<file path="src/rtl/seg7_scan.sv">
// Four-digit multiplexed seven-segment scanner.
// A prescaler paces a slot index across the four digits. The hex inputs are
// snapshotted only at frame boundaries, or on the first enabled cycle after
// reset, so every displayed frame is coherent. Leading zeros can be blanked.
// The anode and segment outputs are decoded from registered state only.
module seg7_scan #(
    parameter int SCAN_DIV = 4
) (
    input  logic       iClk,
    input  logic       iRst,
    input  logic       iEn,
    input  logic [3:0] iD1,
    input  logic [3:0] iD2,
    input  logic [3:0] iD3,
    input  logic [3:0] iD4,
    input  logic       iBlankZ,
    output logic [3:0] oAn,
    output logic [6:0] oSeg,
    output logic       oFrame
);

    localparam int PW = $clog2(SCAN_DIV);
    localparam logic [PW-1:0] PRE_LAST = PW'(SCAN_DIV - 1);

    logic [PW-1:0] preReg;
    logic [PW-1:0] preNext;
    logic [1:0]    idxReg;
    logic [1:0]    idxNext;
    logic [15:0]   snapReg;
    logic          pendReg;
    logic          frameReg;

    logic          frameEnd;
    logic          loadSnap;

    logic [3:0]    digitVal [4];
    logic [3:0]    blankDigit;

    // Active-low {g,f,e,d,c,b,a} pattern for one hex digit.
    function automatic logic [6:0] hexToSeg(input logic [3:0] v);
        logic [6:0] s;
        case (v)
            4'h0:    s = 7'b1000000;
            4'h1:    s = 7'b1111001;
            4'h2:    s = 7'b0100100;
            4'h3:    s = 7'b0110000;
            4'h4:    s = 7'b0011001;
            4'h5:    s = 7'b0010010;
            4'h6:    s = 7'b0000010;
            4'h7:    s = 7'b1111000;
            4'h8:    s = 7'b0000000;
            4'h9:    s = 7'b0010000;
            4'hA:    s = 7'b0001000;
            4'hB:    s = 7'b0000011;
            4'hC:    s = 7'b1000110;
            4'hD:    s = 7'b0100001;
            4'hE:    s = 7'b0000110;
            default: s = 7'b0001110;
        endcase
        return s;
    endfunction

    // The load happens at the end of the last slot, or on the first
    // enabled cycle after reset (pending flag).
    assign frameEnd = (idxReg == 2'd3) && (preReg == PRE_LAST);
    assign loadSnap = iEn && (pendReg || frameEnd);

    // Prescaler and slot index advance only while enabled.
    always_comb begin
        preNext = preReg;
        idxNext = idxReg;
        if (iEn) begin
            if (preReg == PRE_LAST) begin
                preNext = '0;
                idxNext = idxReg + 2'd1;
            end else begin
                preNext = preReg + PW'(1);
            end
        end
    end

    // State register. Reset wins over enable and over a snapshot load.
    always_ff @(posedge iClk) begin
        if (iRst) begin
            preReg   <= '0;
            idxReg   <= 2'd0;
            snapReg  <= 16'h0000;
            pendReg  <= 1'b1;
            frameReg <= 1'b0;
        end else begin
            preReg   <= preNext;
            idxReg   <= idxNext;
            frameReg <= loadSnap;
            if (loadSnap) begin
                snapReg <= {iD4, iD3, iD2, iD1};
                pendReg <= 1'b0;
            end
        end
    end

    // Split the snapshot into digits. A digit is a leading zero when it
    // and every more-significant digit are zero. Digit 1 is never blanked.
    genvar gi;
    generate
        for (gi = 0; gi < 4; gi = gi + 1) begin : gDigit
            assign digitVal[gi] = snapReg[gi*4 +: 4];
            if (gi == 0) begin : gFirst
                assign blankDigit[gi] = 1'b0;
            end else begin : gUpper
                assign blankDigit[gi] = iBlankZ && (snapReg[15:gi*4] == '0);
            end
        end
    endgenerate

    // Output decode. The display is dark during reset and while disabled.
    always_comb begin
        oAn  = 4'b1111;
        oSeg = 7'b1111111;
        if (!iRst && iEn) begin
            oAn          = 4'b1111;
            oAn[idxReg]  = 1'b0;
            oSeg         = blankDigit[idxReg] ? 7'b1111111 : hexToSeg(digitVal[idxReg]);
        end
    end

    assign oFrame = frameReg;

endmodule

</file>
<file path="config.mk">
export PLATFORM = sky130hd
export DESIGN_NAME = seg7_scan
export DESIGN_NICKNAME = d
export VERILOG_FILES = /design/src/rtl/seg7_scan.sv
export SDC_FILE = /design/constraint.sdc
export NUM_CORES = 1
export LEC_CHECK = 0
export ABC_AREA = 1
export CAP_MARGIN = 20
export CORE_AREA = 2 2 58 60
export CTS_CLUSTER_SIZE = 25
export DETAILED_ROUTE_END_ITERATION = 7
export DIE_AREA = 0 0 60 62
export PLACE_DENSITY = 0.72
export SKIP_CTS_REPAIR_TIMING = 1
export SLEW_MARGIN = 20
export SYNTH_ARGS = -nofsm -noshare
export SYNTH_HDL_FRONTEND = slang
export SYNTH_SLANG_ARGS = --single-unit
</file>
<file path="constraint.sdc">
create_clock -name iClk -period 1.9 [get_ports iClk]
set_input_delay 0.19 -clock iClk [delete_from_list [all_inputs] [get_ports iClk]]
set_output_delay 0.19 -clock iClk [all_outputs]
set_load 0.01 [all_outputs]
</file>
* Word-level counts from Yosys, hierarchy flattened
Memory sizes are Yosys's and may differ from the RTL's.
Index checks and enable logic that the tools add are counted.
** Word-level totals
- Flip-flop bits (word level) :: 22
- Bits in read-only memories :: 112
- Word-level logic and storage cells :: 39
- Input bits :: 20
- Memories :: 1
** Memory list
- (no name shown) :: depth 16, bits a word 7, rd ports 1, clocked after memory_dff 0, wr ports 0, line 42 : case (v)
** Operators by class
- Add/subtract/negate cells :: 2
- Muxes and demuxes :: 11
- $lt $le $gt $ge :: 3
- Reduce and logical (&&, ||, !) cells :: 13
- Bitwise logic cells :: 2
- Eq/ne operators :: 2
** Operators with widths (count)
- $mux 7 :: 2
- $logic_not 12->1 :: 1
- $mux 4 :: 3
- $bmux 4 s2 :: 1
- $logic_not 8->1 :: 1
- $logic_and 1x1->1 :: 7
- $add 2x1->2 const B :: 2
- $eq 2x2->1 const B :: 2
- $logic_not 4->1 :: 1
- $not 4->4 :: 1
- $ge 3x3->1 const B :: 1
- $lt 2x3->1 const B :: 1
- $not 2->3 :: 1
- $bmux 1 s2 :: 1
- $demux 1 s2 :: 1
- $ge 2x1->1 const B :: 1
- $mux 1 :: 2
- $mux 2 :: 1
- $reduce_and 2->1 :: 1
- $logic_not 1->1 :: 1
- $logic_or 1x1->1 :: 1

* Longest topological paths before layout
Gate-level depths: netlist of run 1.
An unclocked memory read counts as a cell.
- Word-level depth :: 7
- Mapped depth :: 14
- Gate-level depth less buffers :: 12

* Least setup slack after synthesis of run 1
No wires, ideal clock.
- Kind :: register to output
- From :: register idxReg[0]
- To :: output oSeg[0]
- Stages on the path, launching flop included :: 15
- Buffers on the path :: 2
- Slack :: 191 ps
- Arrival time :: 1519 ps
- Data required time :: 1710 ps
- Cells stage by stage :: dfxtp_1 > buf_6 > inv_4 > buf_8 > nand2_1 > nand3_1 > nand2_2 > inv_1 > ha_1 > inv_1 > nand2_1 > nand3_1 > nand2_1 > inv_1 > nand2_1
** Between the ends
- Cells in the longest elaborated chain, start to end :: 7
- Elaborated cells on any way between the ends :: 9
- Those cells by class :: 7 x mux; 1 x bitwise; 1 x memory
** RTL lines
- start, declared :: line 27 : logic [1:0] idxReg;
- start signal, assigned :: line 92 : idxReg <= idxNext;
- $not 2->3 (implied by the code) :: line 122 : oSeg = blankDigit[idxReg] ? 7'b1111111 : hexToSeg(digitVal[idxReg]);
- $bmux 4 s2 :: line 122
- $mux 4 (implied by the code) (2 in a row) :: line 122
- $mem_v2 16x7
- $mux 7 (*) :: line 122
- $mux 7 (*) :: line 119 : if (!iRst && iEn) begin
- end, declared :: line 18 : output logic [6:0] oSeg,
Mark *: on every way between the ends. The rest lies on a longest branch, timed or not. The select of a mux whose other input is x is not followed.

* Final worst setup path of run 1
- From :: register idxReg[0]
- To :: output oSeg[3]
Same word-level chain as after synthesis.

==> impl_metrics.yaml, run 1 <==
critical_path:
  cp_max_fo: 7
  crit_required_ns: 1.71
  r2r_setup_slack_ns: 0.43
  slowest_stage: "dfxtp_4"
  cp-start-kind: "flop"
  critPathTopFamily: "simple AND/OR/NAND/NOR gates"
  critPathBufInv: 3
  worstSetupPathType: "flop to output port"
  max_stage_delay_ns: 0.42
  cp_common_cell: "nand2_1"
  cp.arrival_ns: 1.81
  setup.worst_path.end_class: "output port"
  path_cells: "inv_6, nand2_1, nand3_2, nand2_4, inv_4, ha_4, nand3_2, nand2_1, nand2_1, nand3_1, buf_2"
die:
  dieArea_mm2: 0.00372
  core_mm2: 0.00318
  initial_utilization_pct: 42.6
  fp.dieW_um: 60
  die_h_um: 62
  ios: 32
  num_rows: 21
job:
  max-cap-violations: 0
clock_network:
  clkSlewWorstSetupHoldPaths_ns: 0.13
  cts_buffers: 3
  clkSinkCount: 22
  insertion_delay_ns: 0.30
  cts-root-buf: "clkbuf_4"
  cts_tree: "built"
  htreeDepth: 1
  clk_path_buf_depth: 2
pwr:
  seqPwrFrac_pct: 45.4
  swShare_pct: 31.9
  p_per_area_mw_per_mm2: 567
  p_switching_uw: 363
  p_comb_share_pct: 32.2
  p_leak_nw: 0.880
  p_int_uw: 777
  clkPwrFrac_pct: 22.4
  ir_drop_uv: 412
layout:
  n_fill_cell: 287
  fin_nets: 283
  multi_input_area_um2: 976
  regArea_um2: 449
  final_util_pct: 63.2
  drive_gt1_share_pct: 29.9
  n_antenna_cell: 0
  final_cells: 297
  fin_area_mm2: 0.00201
  syn2layout_area_growth_pct: 48.5
timing:
  fin_crit_sh_pct: 105
  fin_worst_skew_ns: 0.00784
  hold_viol: 0
  layout_setup_ws_ns: -0.0991
  holdWs_ns: 0.456
  relSlewSlack_pct: 69.2
  worstMarginPinSlew_ns: 0.461
  fmax_ghz: 0.500
  drv_slew: 0
  rsz0062_at_grt: "yes"
  finalSetupViolCount: 3
  fin_crit_ns: 2.00
global_route:
  grt_pass1_vias: 1278
  grt_pass1_wl_mm: 5.31
  overflow: 0
  grt_antenna_before_repair: 0
  grt_usage_pct: 18.3
  grt_max_degree: 20
place:
  hpwl_mm: 2.36
  gp_congestion: 0.868
  place_area_mm2: 0.00181
  dp.cells: 291
  io_buffers: 31
drt:
  wirelength_mm: 3.43
  wl_per_cell_um: 11.6
  vias_per_cell: 4.85
  firstDrtPassIters: 4
  drt_iter0_markers: 78
  drc: 0
  vias: 1439
  ant_nets: 0
synth:
  syn_area_mm2: 0.00135
  ys_warn_count: 0
  ys_ff_latch: 22
  ys_seq_area_share_pct: 32.5
  avgSynthCellArea_um2: 6.70
  synth_fp_nets: 233
  syn_inst: 202
  synth_cell_types: 22
run_status:
  violations: "setup timing"
  status: "finished, violations left"
worst_hold_path:
  hold_path_class: "input port to flop"
-- metrics by stage --
stage / power, mW / setup TNS, ns / worst slack, ns
after floorplan: 0.702 / 0 / 0.191
after global placement: 0.839 / -1.17 / -0.224
after detailed placement: 0.842 / -1.31 / -0.236
after CTS: 1.09 / -4.11 / -0.606
after global routing: 1.21 / -0.710 / -0.194
final: 1.14 / -0.120 / -0.0991
-- final cells by class --
class,instances,area share (%)
Inverter,14,3.36
Tap cell,46,2.86
Clock buffer,4,1.80
Sequential cell,22,22.3
Timing Repair Buffer,49,21.1
Multi-Input combinational cell,162,48.5
-- per-layer routing --
| metal | track usage [%] | wire (µm) |
|---|---|---|
| met3 | 2.48 | 137 |
| met2 | 30.6 | 1650 |
| met5 | 0 | 0 |
| met1 | 25.3 | 1600 |
| met4 | 4.13 | 46 |
-- kinds of logic after synthesis --
logic type | Yosys count | share of synthesized area (%)
and+or+nand+nor | 127 | 41.5
DFF | 22 | 32.5
AOI/OAI and AO/OA | 23 | 8.69
adders and majority gates | 11 | 10.2
buffers and inverters | 19 | 7.11
-- final timing paths --
kind                                             start                        to  depth (start not counted)
worst min-delay path                            iD4[3]  snapReg[15]$_SDFFE_PP0P_                          3
worst min register to register    pendReg$_SDFFE_PP1P_      pendReg$_SDFFE_PP1P_                          2
worst max-delay path            idxReg[0]$_SDFFE_PP0P_                   oSeg[3]                         11
worst max register to register  idxReg[0]$_SDFFE_PP0P_   snapReg[6]$_SDFFE_PP0P_                          7
-- sequential cells by signal (all words and copies together), names as in the netlist --
register and flops:
oFrame 1, idxReg 2, preReg 2, pendReg 1, snapReg 16
-- worst register-to-register path, delay by kind of cell (launching register included) --
kind                       cells  cell delay (ns)
AOI/OAI and AO/OA              1             0.17
adders and majority gates      1             0.21
buffers and inverters          2             0.40
DFF                            1             0.40
and+or+nand+nor                3             0.23
-- power by group through the flow --
| stage | logic, mW | clock network [mW] | registers, mW |
|---|---|---|---|
| final | 0.367 | 0.255 | 0.517 |
| after global placement | 0.312 | 0 | 0.527 |
| after global routing | 0.407 | 0.282 | 0.522 |
| after detailed placement | 0.315 | 0 | 0.527 |
| after CTS | 0.317 | 0.261 | 0.517 |
| after floorplan | 0.179 | 0 | 0.523 |
-- synthesized netlist by cell type --
cell type	instances	area [µm²]
nand2_1	46	173
nor2_1	45	169
nand3_1	24	120
dfxtp_1	22	440
o21ai_0	19	95.1
ha_1	11	138
inv_1	9	33.8
a21oi_1	3	15.0
inv_2	3	11.3
nand2_4	3	33.8
nand3_2	3	30.0
inv_4	2	12.5
nand2_2	2	12.5
nor2_2	2	12.5
a211oi_1	1	7.51
buf_1	1	3.75
buf_2	1	5.00
buf_6	1	11.3
buf_8	1	15.0
clkbuf_1	1	3.75
nor3_1	1	5.00
or2_2	1	6.26
-- layout by cell type, fill, tap and decap left out --
| cell | synthesis | layout |
|---|---|---|
| buf_2 | 1 | 6 |
| dlymetal6s2s_1 | 0 | 4 |
| a211oi_1 | 1 | 1 |
| nand3_2 | 3 | 9 |
| nor3_1 | 1 | 1 |
| nand3_4 | 0 | 2 |
| clkbuf_2 | 0 | 1 |
| clkbuf_8 | 0 | 1 |
| inv_1 | 9 | 6 |
| dfxtp_2 | 0 | 1 |
| nand2_4 | 3 | 6 |
| inv_4 | 2 | 2 |
| nor2_1 | 45 | 42 |
| ha_2 | 0 | 1 |
| or2_2 | 1 | 1 |
| nand3_1 | 24 | 16 |
| clkdlybuf4s50_1 | 0 | 20 |
| nor2_2 | 2 | 4 |
| a21oi_1 | 3 | 3 |
| inv_6 | 0 | 2 |
| inv_2 | 3 | 4 |
| o21ai_1 | 0 | 1 |
| nand2_1 | 46 | 39 |
| dfxtp_4 | 0 | 2 |
| nand2_2 | 2 | 7 |
| clkbuf_4 | 0 | 3 |
| ha_1 | 11 | 6 |
| nor2_4 | 0 | 1 |
| buf_4 | 0 | 17 |
| dfxtp_1 | 22 | 19 |
| ha_4 | 0 | 4 |
| buf_6 | 1 | 1 |
| o21ai_0 | 19 | 18 |
No activity file was read; power rests on OpenSTA's default activity.
==> run 2: changes to the inputs <==
--- a/config.mk
+++ b/config.mk
@@ -7,11 +7,13 @@
 export LEC_CHECK = 0
 export ABC_AREA = 1
 export CAP_MARGIN = 20
-export CORE_AREA = 2 2 58 60
+export CELL_PAD_IN_SITES_DETAIL_PLACEMENT = 1
+export CELL_PAD_IN_SITES_GLOBAL_PLACEMENT = 1
+export CORE_AREA = 2 2 67 69
 export CTS_CLUSTER_SIZE = 25
 export DETAILED_ROUTE_END_ITERATION = 7
-export DIE_AREA = 0 0 60 62
-export PLACE_DENSITY = 0.72
+export DIE_AREA = 0 0 69 71
+export PLACE_DENSITY_LB_ADDON = 0.1
 export SKIP_CTS_REPAIR_TIMING = 1
 export SLEW_MARGIN = 20
 export SYNTH_ARGS = -nofsm -noshare
==> run 2 against run 1 <==
The flow still finishes with violations (setup timing). Clock skew up 0.0057 ns. Die area is 32% higher. Hold slack improved by 0.010 ns. Via count up 3.8%. Sequential cell count unchanged. Register-to-register slack worse by 0.05 ns. Largest cell class unchanged.
==> impl_metrics.yaml, run 2 (same netlist as run 1, synthesis figures left out) <==
pwr:
  ir_drop_uv: 385
  p_per_area_mw_per_mm2: 645
  finalPower_mw: 1.39
  p_leak_nw: 0.943
global_route:
  overflow: 0
  grt_max_degree: 19
  grt_pass1_wl_mm: 6.73
  grt_usage_pct: 16.7
  grt_antenna_before_repair: 0
  grt_pass1_vias: 1451
clock_network:
  clk_path_buf_depth: 2
  clkSinkCount: 22
  cts_tree: "built"
  clkSlewWorstSetupHoldPaths_ns: 0.09
  htreeDepth: 1
  cts-root-buf: "clkbuf_8"
  insertion_delay_ns: 0.28
  cts_buffers: 3
layout:
  final_cells: 309
  fin_area_mm2: 0.00215
  most-common-layout-cells: "43 x nor2_1, 33 x nand2_1, 23 x buf_4"
  n_antenna_cell: 0
  fin_nets: 289
  layout_commonest_cell: "nor2_1"
  syn2layout_area_growth_pct: 59.0
  largest_register_ffs: 16
  biggestRegsByFlops: "snapReg: 16 flops, idxReg: 2 flops, preReg: 2 flops"
  drive_gt1_share_pct: 33.9
  final_util_pct: 51.2
  top_register: "snapReg"
timing:
  finalSetupViolCount: 4
  fin_worst_skew_ns: 0.0136
  hold_viol: 0
  worstMarginPinSlew_ns: 0.296
  layout_setup_ws_ns: -0.0404
  relSlewSlack_pct: 80.2
  fin_crit_ns: 1.94
  rsz0062_at_grt: "yes"
  drv_slew: 0
  fin_crit_sh_pct: 102
  fmax_ghz: 0.515
  holdWs_ns: 0.467
  setup_tns_ns: -0.0795
critical_path:
  max_stage_delay_ns: 0.41
  r2r_setup_slack_ns: 0.38
  cp-startpoint: "idxReg[0]$_SDFFE_PP0P_"
  crit_required_ns: 1.71
  worstSetupPathType: "flop to output port"
  critPathTopFamily: "simple AND/OR/NAND/NOR gates"
  path_cells: "inv_6, nand2_2, nand3_2, nand2_4, inv_4, ha_4, inv_2, nand2_4, nand3_2, nand2_1, inv_1, nand2_1, buf_2"
  critPathBufInv: 5
  setup.worst_path.end_class: "output port"
  slowest_stage: "dfxtp_4"
  cp.arrival_ns: 1.75
  r2r_cells: 7
  cp-start-kind: "flop"
  r2r_start: "idxReg[0]$_SDFFE_PP0P_"
  r2r_end: "snapReg[6]$_SDFFE_PP0P_"
  cp_max_fo: 7
drt:
  firstDrtPassIters: 4
  ant_nets: 0
  vias_per_cell: 4.83
  drt_iter0_markers: 42
  wirelength_mm: 4.60
  drc: 0
  wl_per_cell_um: 14.9
  vias: 1494
die:
  ios: 32
  initial_utilization_pct: 32.2
  dieArea_mm2: 0.00490
  fp.dieW_um: 69
  num_rows: 24
  core_mm2: 0.00420
  die_h_um: 71
place:
  place_area_mm2: 0.00185
  io_buffers: 31
  dp_slack_ns: -0.273
  gp_congestion: 0.899
  hpwl_mm: 3.15
  dp.cells: 301
worst_hold_path:
  min-delay-start: "pendReg$_SDFFE_PP1P_"
  hold_path_class: "flop to flop"
  min_path_cells: 2
  hold_path_end: "pendReg$_SDFFE_PP1P_"
run_status:
  status: "finished, violations left"
  violations: "setup timing"
job:
  max-cap-violations: 0
run 2: cell types whose count changed in the layout (fill, tap and decap cells not counted), sizes merged:
cell           change
buf                +5
dlymetal6s2s       -1
clkdlybuf4s50      +1
bufinv             +1
run 2: layout make-up:
class,instances,area (µm²)
well taps,52,65.1
clock inverters,1,30.0
inverters,14,65.1
repair buffers,55,467
multi-input cells,162,1040
clock buffers,3,41.3
fillers,526,2050
flip-flops and latches,22,448
run 2: worst max path at each step:
stage / depth (start not counted) / slack, ns / to
floorplan: 14 / 0.19 / oSeg[0]
global placement: 12 / -0.23 / oSeg[0]
detailed placement: 13 / -0.27 / oSeg[0]
CTS: 13 / -0.58 / oSeg[0]
global route: 9 / -0.13 / oSeg[1]
finish: 13 / -0.04 / oSeg[0]
run 2: worst register-to-register path, cell delays in order, from the launching register on:
cell and delay (ns):
dfxtp_4 0.39, buf_4 0.17, ha_1 0.21, nand3_1 0.08, nand2_1 0.09, inv_2 0.25
nor2_1 0.08, a211oi_1 0.17
run 2: report_power, final:
group | switching, mW | leakage (nW) | internal (mW) | total [mW]
Sequential | 0.0279 | 0.184 | 0.493 | 0.521
Combinational | 0.227 | 0.723 | 0.189 | 0.416
Clock | 0.168 | 0.0357 | 0.282 | 0.450
Total | 0.423 | 0.943 | 0.964 | 1.39
run 2: layer usage:
metal | vias up | wire length [µm] | GRT usage (%)
met4 | 0 | 80 | 3.27
li1 | 763 | - | -
met2 | 26 | 2480 | 29.5
met1 | 697 | 1900 | 21.5
met5 | - | 0 | 0
met3 | 8 | 134 | 2.99
